==> src/rtl/stash_pkg.sv <==
// Shared types and helpers for the stopwatch stash: FSM encoding, default sizes,
// and the compare-and-wrap increment used for all ring pointers.
package stash_pkg;

  localparam int unsigned DEFAULT_DEPTH = 5;
  localparam int unsigned DEFAULT_WIDTH = 8;

  typedef enum logic [1:0] {
    ST_EMPTY   = 2'd0,
    ST_FILLING = 2'd1,
    ST_FULL    = 2'd2
  } stash_state_e;

  // Ring increment that works for any depth, not just powers of two
  function automatic int unsigned wrap_inc(input int unsigned v, input int unsigned depth);
    return (v >= depth - 1) ? 0 : v + 1;
  endfunction

endpackage

==> src/rtl/stash_if.sv <==
// Stash sample/browse bus: button-side pulses in, display-side selection out.
interface stash_if
  import stash_pkg::*;
#(
  parameter int unsigned DEPTH = DEFAULT_DEPTH,
  parameter int unsigned WIDTH = DEFAULT_WIDTH
);

  logic [WIDTH-1:0]           sample_in;
  logic                       sample_valid;
  logic                       next_sample;
  logic [WIDTH-1:0]           sample_out;
  logic [$clog2(DEPTH)-1:0]   browse_idx;
  logic [$clog2(DEPTH+1)-1:0] count;
  logic                       empty;
  logic                       full;

  modport master (
    output sample_in, sample_valid, next_sample,
    input  sample_out, browse_idx, count, empty, full
  );

  modport slave (
    input  sample_in, sample_valid, next_sample,
    output sample_out, browse_idx, count, empty, full
  );

endinterface

==> src/rtl/stash_mem.sv <==
// DEPTH x WIDTH stash register file: one write port, one registered read port
// whose output is forced to zero while the stash is empty.
module stash_mem #(
  parameter int unsigned DEPTH = 5,
  parameter int unsigned WIDTH = 8,
  parameter int unsigned AW    = $clog2(DEPTH)
) (
  input  logic             clk,
  input  logic             reset,
  input  logic             wr_en,
  input  logic [AW-1:0]    wr_addr,
  input  logic [WIDTH-1:0] wr_data,
  input  logic [AW-1:0]    rd_addr,
  input  logic             rd_clear,
  output logic [WIDTH-1:0] rd_data
);

  logic [WIDTH-1:0] mem [DEPTH];

  always_ff @(posedge clk) begin
    if (wr_en) begin
      mem[wr_addr] <= wr_data;
    end
  end

  always_ff @(posedge clk) begin
    if (reset || rd_clear) begin
      rd_data <= '0;
    end else begin
      rd_data <= mem[rd_addr];
    end
  end

endmodule

==> src/rtl/stash_ctl.sv <==
// Stopwatch stash controller: ring pointers, fill-state FSM and browse selection.
// Optional auto-scroll timer is built when STASH_AUTOSCROLL_EN is defined.
module stash_ctl
  import stash_pkg::*;
#(
  parameter int unsigned DEPTH = DEFAULT_DEPTH,
  parameter int unsigned WIDTH = DEFAULT_WIDTH
`ifdef STASH_AUTOSCROLL_EN
  , parameter int unsigned SCROLL_TICKS = 100_000_000
`endif
) (
  input  logic   clk,
  input  logic   reset,
  stash_if.slave bus
);

  localparam int unsigned IW = $clog2(DEPTH);
  localparam int unsigned CW = $clog2(DEPTH + 1);

  stash_state_e  state;
  logic [IW-1:0] wr_ptr;
  logic [IW-1:0] oldest;
  logic [IW-1:0] rd_ptr;
  logic [CW-1:0] count;
  logic [IW-1:0] browse_idx;
  logic          empty;
  logic          full;

  logic [IW-1:0] wr_inc_c;
  logic [IW-1:0] rd_inc_c;
  logic [IW-1:0] rd_next_c;
  logic [IW-1:0] idx_c;
  logic          advance_c;

  assign wr_inc_c  = IW'(wrap_inc(32'(wr_ptr), DEPTH));
  assign rd_inc_c  = IW'(wrap_inc(32'(rd_ptr), DEPTH));
  // Stepping past the newest entry (the slot just before wr_ptr) returns to the oldest
  assign rd_next_c = (rd_inc_c == wr_ptr) ? oldest : rd_inc_c;
  assign idx_c     = (rd_ptr >= oldest) ? (rd_ptr - oldest) : (IW'(DEPTH) + rd_ptr - oldest);

`ifdef STASH_AUTOSCROLL_EN
  localparam int unsigned TW = (SCROLL_TICKS > 1) ? $clog2(SCROLL_TICKS) : 1;

  logic [TW-1:0] timer;
  logic          scroll_hit_c;

  assign scroll_hit_c = (state != ST_EMPTY) && (32'(timer) == SCROLL_TICKS - 1)
                        && !bus.sample_valid && !bus.next_sample;
  assign advance_c    = bus.next_sample | scroll_hit_c;

  always_ff @(posedge clk) begin
    if (reset || bus.sample_valid || bus.next_sample) begin
      timer <= '0;
    end else if (state != ST_EMPTY) begin
      timer <= scroll_hit_c ? '0 : timer + TW'(1);
    end
  end
`else
  assign advance_c = bus.next_sample;
`endif

  // Pointers, count and FSM; a sample always takes priority over an advance
  always_ff @(posedge clk) begin
    if (reset) begin
      state      <= ST_EMPTY;
      wr_ptr     <= '0;
      oldest     <= '0;
      rd_ptr     <= '0;
      count      <= '0;
      browse_idx <= '0;
      empty      <= 1'b1;
      full       <= 1'b0;
    end else begin
      browse_idx <= idx_c;
      if (bus.sample_valid) begin
        wr_ptr <= wr_inc_c;
        rd_ptr <= wr_ptr;
        if (state == ST_FULL) begin
          oldest <= IW'(wrap_inc(32'(oldest), DEPTH));
        end else begin
          count <= count + CW'(1);
          empty <= 1'b0;
          if (32'(count) + 32'd1 == DEPTH) begin
            state <= ST_FULL;
            full  <= 1'b1;
          end else begin
            state <= ST_FILLING;
          end
        end
      end else if (advance_c && state != ST_EMPTY) begin
        rd_ptr <= rd_next_c;
      end
    end
  end

  stash_mem #(
    .DEPTH (DEPTH),
    .WIDTH (WIDTH)
  ) u_mem (
    .clk      (clk),
    .reset    (reset),
    .wr_en    (bus.sample_valid && !reset),
    .wr_addr  (wr_ptr),
    .wr_data  (bus.sample_in),
    .rd_addr  (rd_ptr),
    .rd_clear (empty),
    .rd_data  (bus.sample_out)
  );

  assign bus.browse_idx = browse_idx;
  assign bus.count      = count;
  assign bus.empty      = empty;
  assign bus.full       = full;

endmodule

==> src/flat_wrapper.sv <==
// flat-port wrapper written by rule: the top's interface ports become plain ports
module stash_ctl_flat import stash_pkg::*;
#(
  parameter int unsigned DEPTH = DEFAULT_DEPTH,
  parameter int unsigned WIDTH = DEFAULT_WIDTH

)
  (clk, reset, bus_sample_in, bus_sample_valid, bus_next_sample, bus_sample_out, bus_browse_idx, bus_count, bus_empty, bus_full);
  stash_if #(.DEPTH(DEPTH), .WIDTH(WIDTH)) bus_i ();
  input  logic clk;
  input  logic reset;
  input wire logic [$bits(bus_i.sample_in)-1:0] bus_sample_in;
  input wire logic [$bits(bus_i.sample_valid)-1:0] bus_sample_valid;
  input wire logic [$bits(bus_i.next_sample)-1:0] bus_next_sample;
  output wire logic [$bits(bus_i.sample_out)-1:0] bus_sample_out;
  output wire logic [$bits(bus_i.browse_idx)-1:0] bus_browse_idx;
  output wire logic [$bits(bus_i.count)-1:0] bus_count;
  output wire logic [$bits(bus_i.empty)-1:0] bus_empty;
  output wire logic [$bits(bus_i.full)-1:0] bus_full;
  assign bus_i.sample_in = bus_sample_in;
  assign bus_i.sample_valid = bus_sample_valid;
  assign bus_i.next_sample = bus_next_sample;
  assign bus_sample_out = bus_i.sample_out;
  assign bus_browse_idx = bus_i.browse_idx;
  assign bus_count = bus_i.count;
  assign bus_empty = bus_i.empty;
  assign bus_full = bus_i.full;
  stash_ctl #(.DEPTH(DEPTH), .WIDTH(WIDTH)) u_core (.clk(clk), .reset(reset), .bus(bus_i));
endmodule
==> config.mk <==
export PLATFORM = sky130hd
export DESIGN_NAME = stash_ctl_flat
export DESIGN_NICKNAME = d
export VERILOG_FILES = /design/src/rtl/stash_pkg.sv /design/src/rtl/stash_if.sv /design/src/rtl/stash_mem.sv /design/src/rtl/stash_ctl.sv /design/src/flat_wrapper.sv
export SDC_FILE = /design/constraint.sdc
export NUM_CORES = 1
export LEC_CHECK = 0
export BUFFER_PORTS_ARGS = -buffer_cell sky130_fd_sc_hd__buf_2
export CORE_MARGIN = 10
export CORE_UTILIZATION = 52
export CTS_BUF_LIST = sky130_fd_sc_hd__clkbuf_16
export DETAILED_ROUTE_END_ITERATION = 12
export GPL_TIMING_DRIVEN = 0
export HOLD_SLACK_MARGIN = 0.02
export PLACE_DENSITY = 0.8
export SLEW_MARGIN = 25
export SYNTH_ARGS = -nofsm -noshare
export SYNTH_HDL_FRONTEND = slang
export SYNTH_SLANG_ARGS = --single-unit
==> constraint.sdc <==
create_clock -name clk -period 2.05 [get_ports clk]
set_input_delay 0.205 -clock clk [delete_from_list [all_inputs] [get_ports clk]]
set_output_delay 0.205 -clock clk [all_outputs]
set_load 0.005 [all_outputs]
==> impl_metrics.csv <==
group,metric,value,unit
outcome,outcome,"finished, final reports clean",
synth,postSynthCellCount,223,
synth,synth_edf_count,40,
synth,synthFlopType,"edfxtp_1",
critical_path,cp-end-kind,"register",
worst_hold_path,hold_class,"in -> reg",
sta,hold_violations,0,
cells_and_area,layout-drive-gt1-share,27.8,%
cells_and_area,final_cell_mix,"edfxtp_1, buf_2, dfxtp_1, nor2_1, ha_1",
floorplan,die_width,94.7,µm
cts,cts_buffers,9,
synth,syn_area,2910,µm²
critical_path,critical_path_class,"reg -> reg",
critical_path,slowest_stage,"dfxtp_1",
floorplan,initial_core_util,53.1,%
critical_path,cp.required,2260,ps
floorplan,std_cell_rows,27,
cts,cts_root_buf,"clkbuf_16",
sta,fmax,0.513,GHz
critical_path,cp-start-kind,"register",
synth,syn-num-nets,250,
synth,yosysUniqueCellTypes,43,
floorplan,fp.dieArea,8980,µm²
synth,synth_top_area_share,41.3,%
grt,antenna_found_initial,0,
cts,cts_buffer_depth,2,
cells_and_area,antenna_cells,0,
drt,drt_wl_total,5.56,mm
sta,skew,2.95,ps
grt,gr-total-overflow,0,
drt,ant_nets,0,
grt,grt_max_degree,14,
critical_path,cp_data_arrival_time,2160,ps
sta,rsz0062_at_grt,"false",
grt,grt_pass1_vias,1885,
critical_path,crit_chain,"inv_1, ha_1, nand2b_1, a21o_1, a21oi_2, a21oi_1, a311o_1",
cts,clock_latency,330,ps
floorplan,ios,28,
synth,ys_seq_elements,67,
floorplan,die_h,94.7,µm
synth,synth_area_leaders,"edfxtp_1, dfxtp_1, mux4_2",
cells_and_area,final_util,63.9,%
cts,path_clk_slew,60,ps
grt,grt_pass1_wl,9.20,mm
sta,final-setup-viol-count,0,
placement,place.gp.congestion,0.795,
pwr,power_leakage,1.33,nW
synth,synth_top_area_cell,"edfxtp_1",
sta,drv_slew,0,
grt,grt_use_total,13.6,%
cells_and_area,nets,292,
sta,post-route-min-period,1950,ps
critical_path,critPathMaxStageDelay,400,ps
drt,first_pass_iters,4,
cts,clock-sinks,67,
placement,hpwl,3.84,mm
critical_path,crit_fanout,5,
cts,cts_tree,"built",
drt,drtIter0Drc,94,
drt,num_vias,1851,
synth,seq_area_frac_synth,59.9,%
sta,max-slew-margin-rel,57.7,%
synth,ys_warn_count,0,
drt,drc,0,
drt,avgRoutedWirePerCell,16.2,µm
cells_and_area,synthToLayoutAreaGrowth,20.4,%
placement,numPortBuffers,26,
sta,finalCritPeriodShare,95.2,%
cts,cts_max_level,3,
synth,avgSynthCellArea,13.0,µm²
floorplan,coreArea,5470,µm²
pwr,total_power,3.24,mW
pwr,cellPowerDensity,926,nW/µm²
drt,vias_per_cell,5.41,
sta,tightestPinTransition,633,ps
pwr,ir_worst_vdd,0.000871,V
job,maxCapViolations,0,
synth,synthArstFlopShare,0,%
cells_and_area,final_common_cell,"edfxtp_1",
==> where the power goes <==
group	switching (mW)	internal (mW)	total (mW)
combinational	0.122	0.103	0.225
clock	0.578	0.948	1.53
sequential	0.0200	1.47	1.49
==> area by class of cell <==
type | count | area [µm²]
plain buffers | 11 | 62.6
fillers | 431 | 1980
repair buffers | 31 | 168
multi-input cells | 134 | 1090
inverters | 11 | 41.3
clock buffers | 9 | 225
flip-flops and latches | 67 | 1740
clock inverters | 7 | 77.6
well taps | 72 | 90.1
==> Yosys cell counts (2+ instances only) <==
master and count:
a211oi_1 2, a21o_1 3, a21oi_1 11, a22oi_1 2, a311o_1 2, a31oi_1 2, and3_1 3, buf_1 2
buf_2 5, clkbuf_1 3, dfxtp_1 27, edfxtp_1 40, ha_1 14, inv_1 11, mux2i_1 8, mux4_2 8
nand2_1 11, nand2b_1 3, nor2_1 25, nor2b_1 5, nor3_1 3, nor3b_1 3, nor4_1 3, or2_2 2
or3_1 2, xnor2_1 6
==> repair_timing <==
action                     in CTS  in global routing
gates cloned                    0                  0
setup buffers                   0                  2
hold buffers                    0                  0
setup endpoints to repair      14                  3
gates resized for setup         4                  2
pin swaps                       0                  0
==> path summary, 6_finish.rpt <==
kind / startpoint / end / slack (ps) / cells past startpoint
min reg2reg: u_core.state[1]$_SDFFE_PP0P_ / u_core.state[1]$_SDFFE_PP0P_ / 490 / 2
max: u_core.rd_ptr[0]$_SDFFE_PP0P_ / u_core.bus.browse_idx[2]$_SDFF_PP0_ / 100 / 7
max reg2reg: u_core.rd_ptr[0]$_SDFFE_PP0P_ / u_core.bus.browse_idx[2]$_SDFF_PP0_ / 100 / 7
min: bus_sample_in[2] / u_core.u_mem.mem[2][2]$_DFFE_PP_ / 110 / 1
==> critical path, delay by kind of cell (launching register included) <==
| kind | cells | cell delay, ps |
|---|---|---|
| buffers and inverters | 1 | 120 |
| AO/OA/AOI/OAI | 4 | 820 |
| AND/OR/NAND/NOR | 1 | 160 |
| adder cells (fa/ha/maj) | 1 | 340 |
| flip-flops | 1 | 400 |
==> flip-flops by register name, summed over array words and instances (netlist names) <==
name,cells
u_core.bus.full,1
u_core.rd_ptr,3
u_core.u_mem.rd_data,8
u_core.bus.browse_idx,3
u_core.oldest,3
u_core.u_mem.mem,40
u_core.bus.empty,1
u_core.bus.count,3
u_core.wr_ptr,3
u_core.state,2
==> metrics by stage <==
stage / hold slack [ps] / setup TNS (ps) / worst slack (ps) / instances / cell area [µm²]
2_1_floorplan: 304 / 0 / 40.8 / 223 / 2910
3_3_place_gp: 437 / -12300 / -522 / 321 / 3130
3_5_place_dp: 439 / -1690 / -371 / 324 / 3170
4_1_cts: 102 / 0 / 12.9 / 340 / 3480
5_1_grt: 113 / 0 / 27.0 / 342 / 3500
6_report: 108 / 0 / 99.0 / 342 / 3500
==> kinds of logic (layout without fill, tap and decap cells) <==
group | Yosys count | in the layout | share of synthesized area, %
adders and majority gates | 15 | 15 | 6.72
buffers and inverters | 22 | 69 | 3.32
AOI/OAI and AO/OA | 30 | 30 | 7.32
and+or+nand+nor | 66 | 66 | 11.6
xor gates and xnor gates | 7 | 7 | 2.11
muxes | 16 | 16 | 8.96
DFF | 67 | 67 | 59.9
==> routing by layer <==
layer  GRT usage (%)  share of wire, %  vias up  routed length (µm)
met3            3.97               4.6       11                 255
met5               0                 0        -                   0
li1                -                 -      892                   -
met2            21.7                51       36                2810
met4            8.10               2.2        0                 123
met1            15.8                43      912                2370
(Power assumes the default switching activity.)
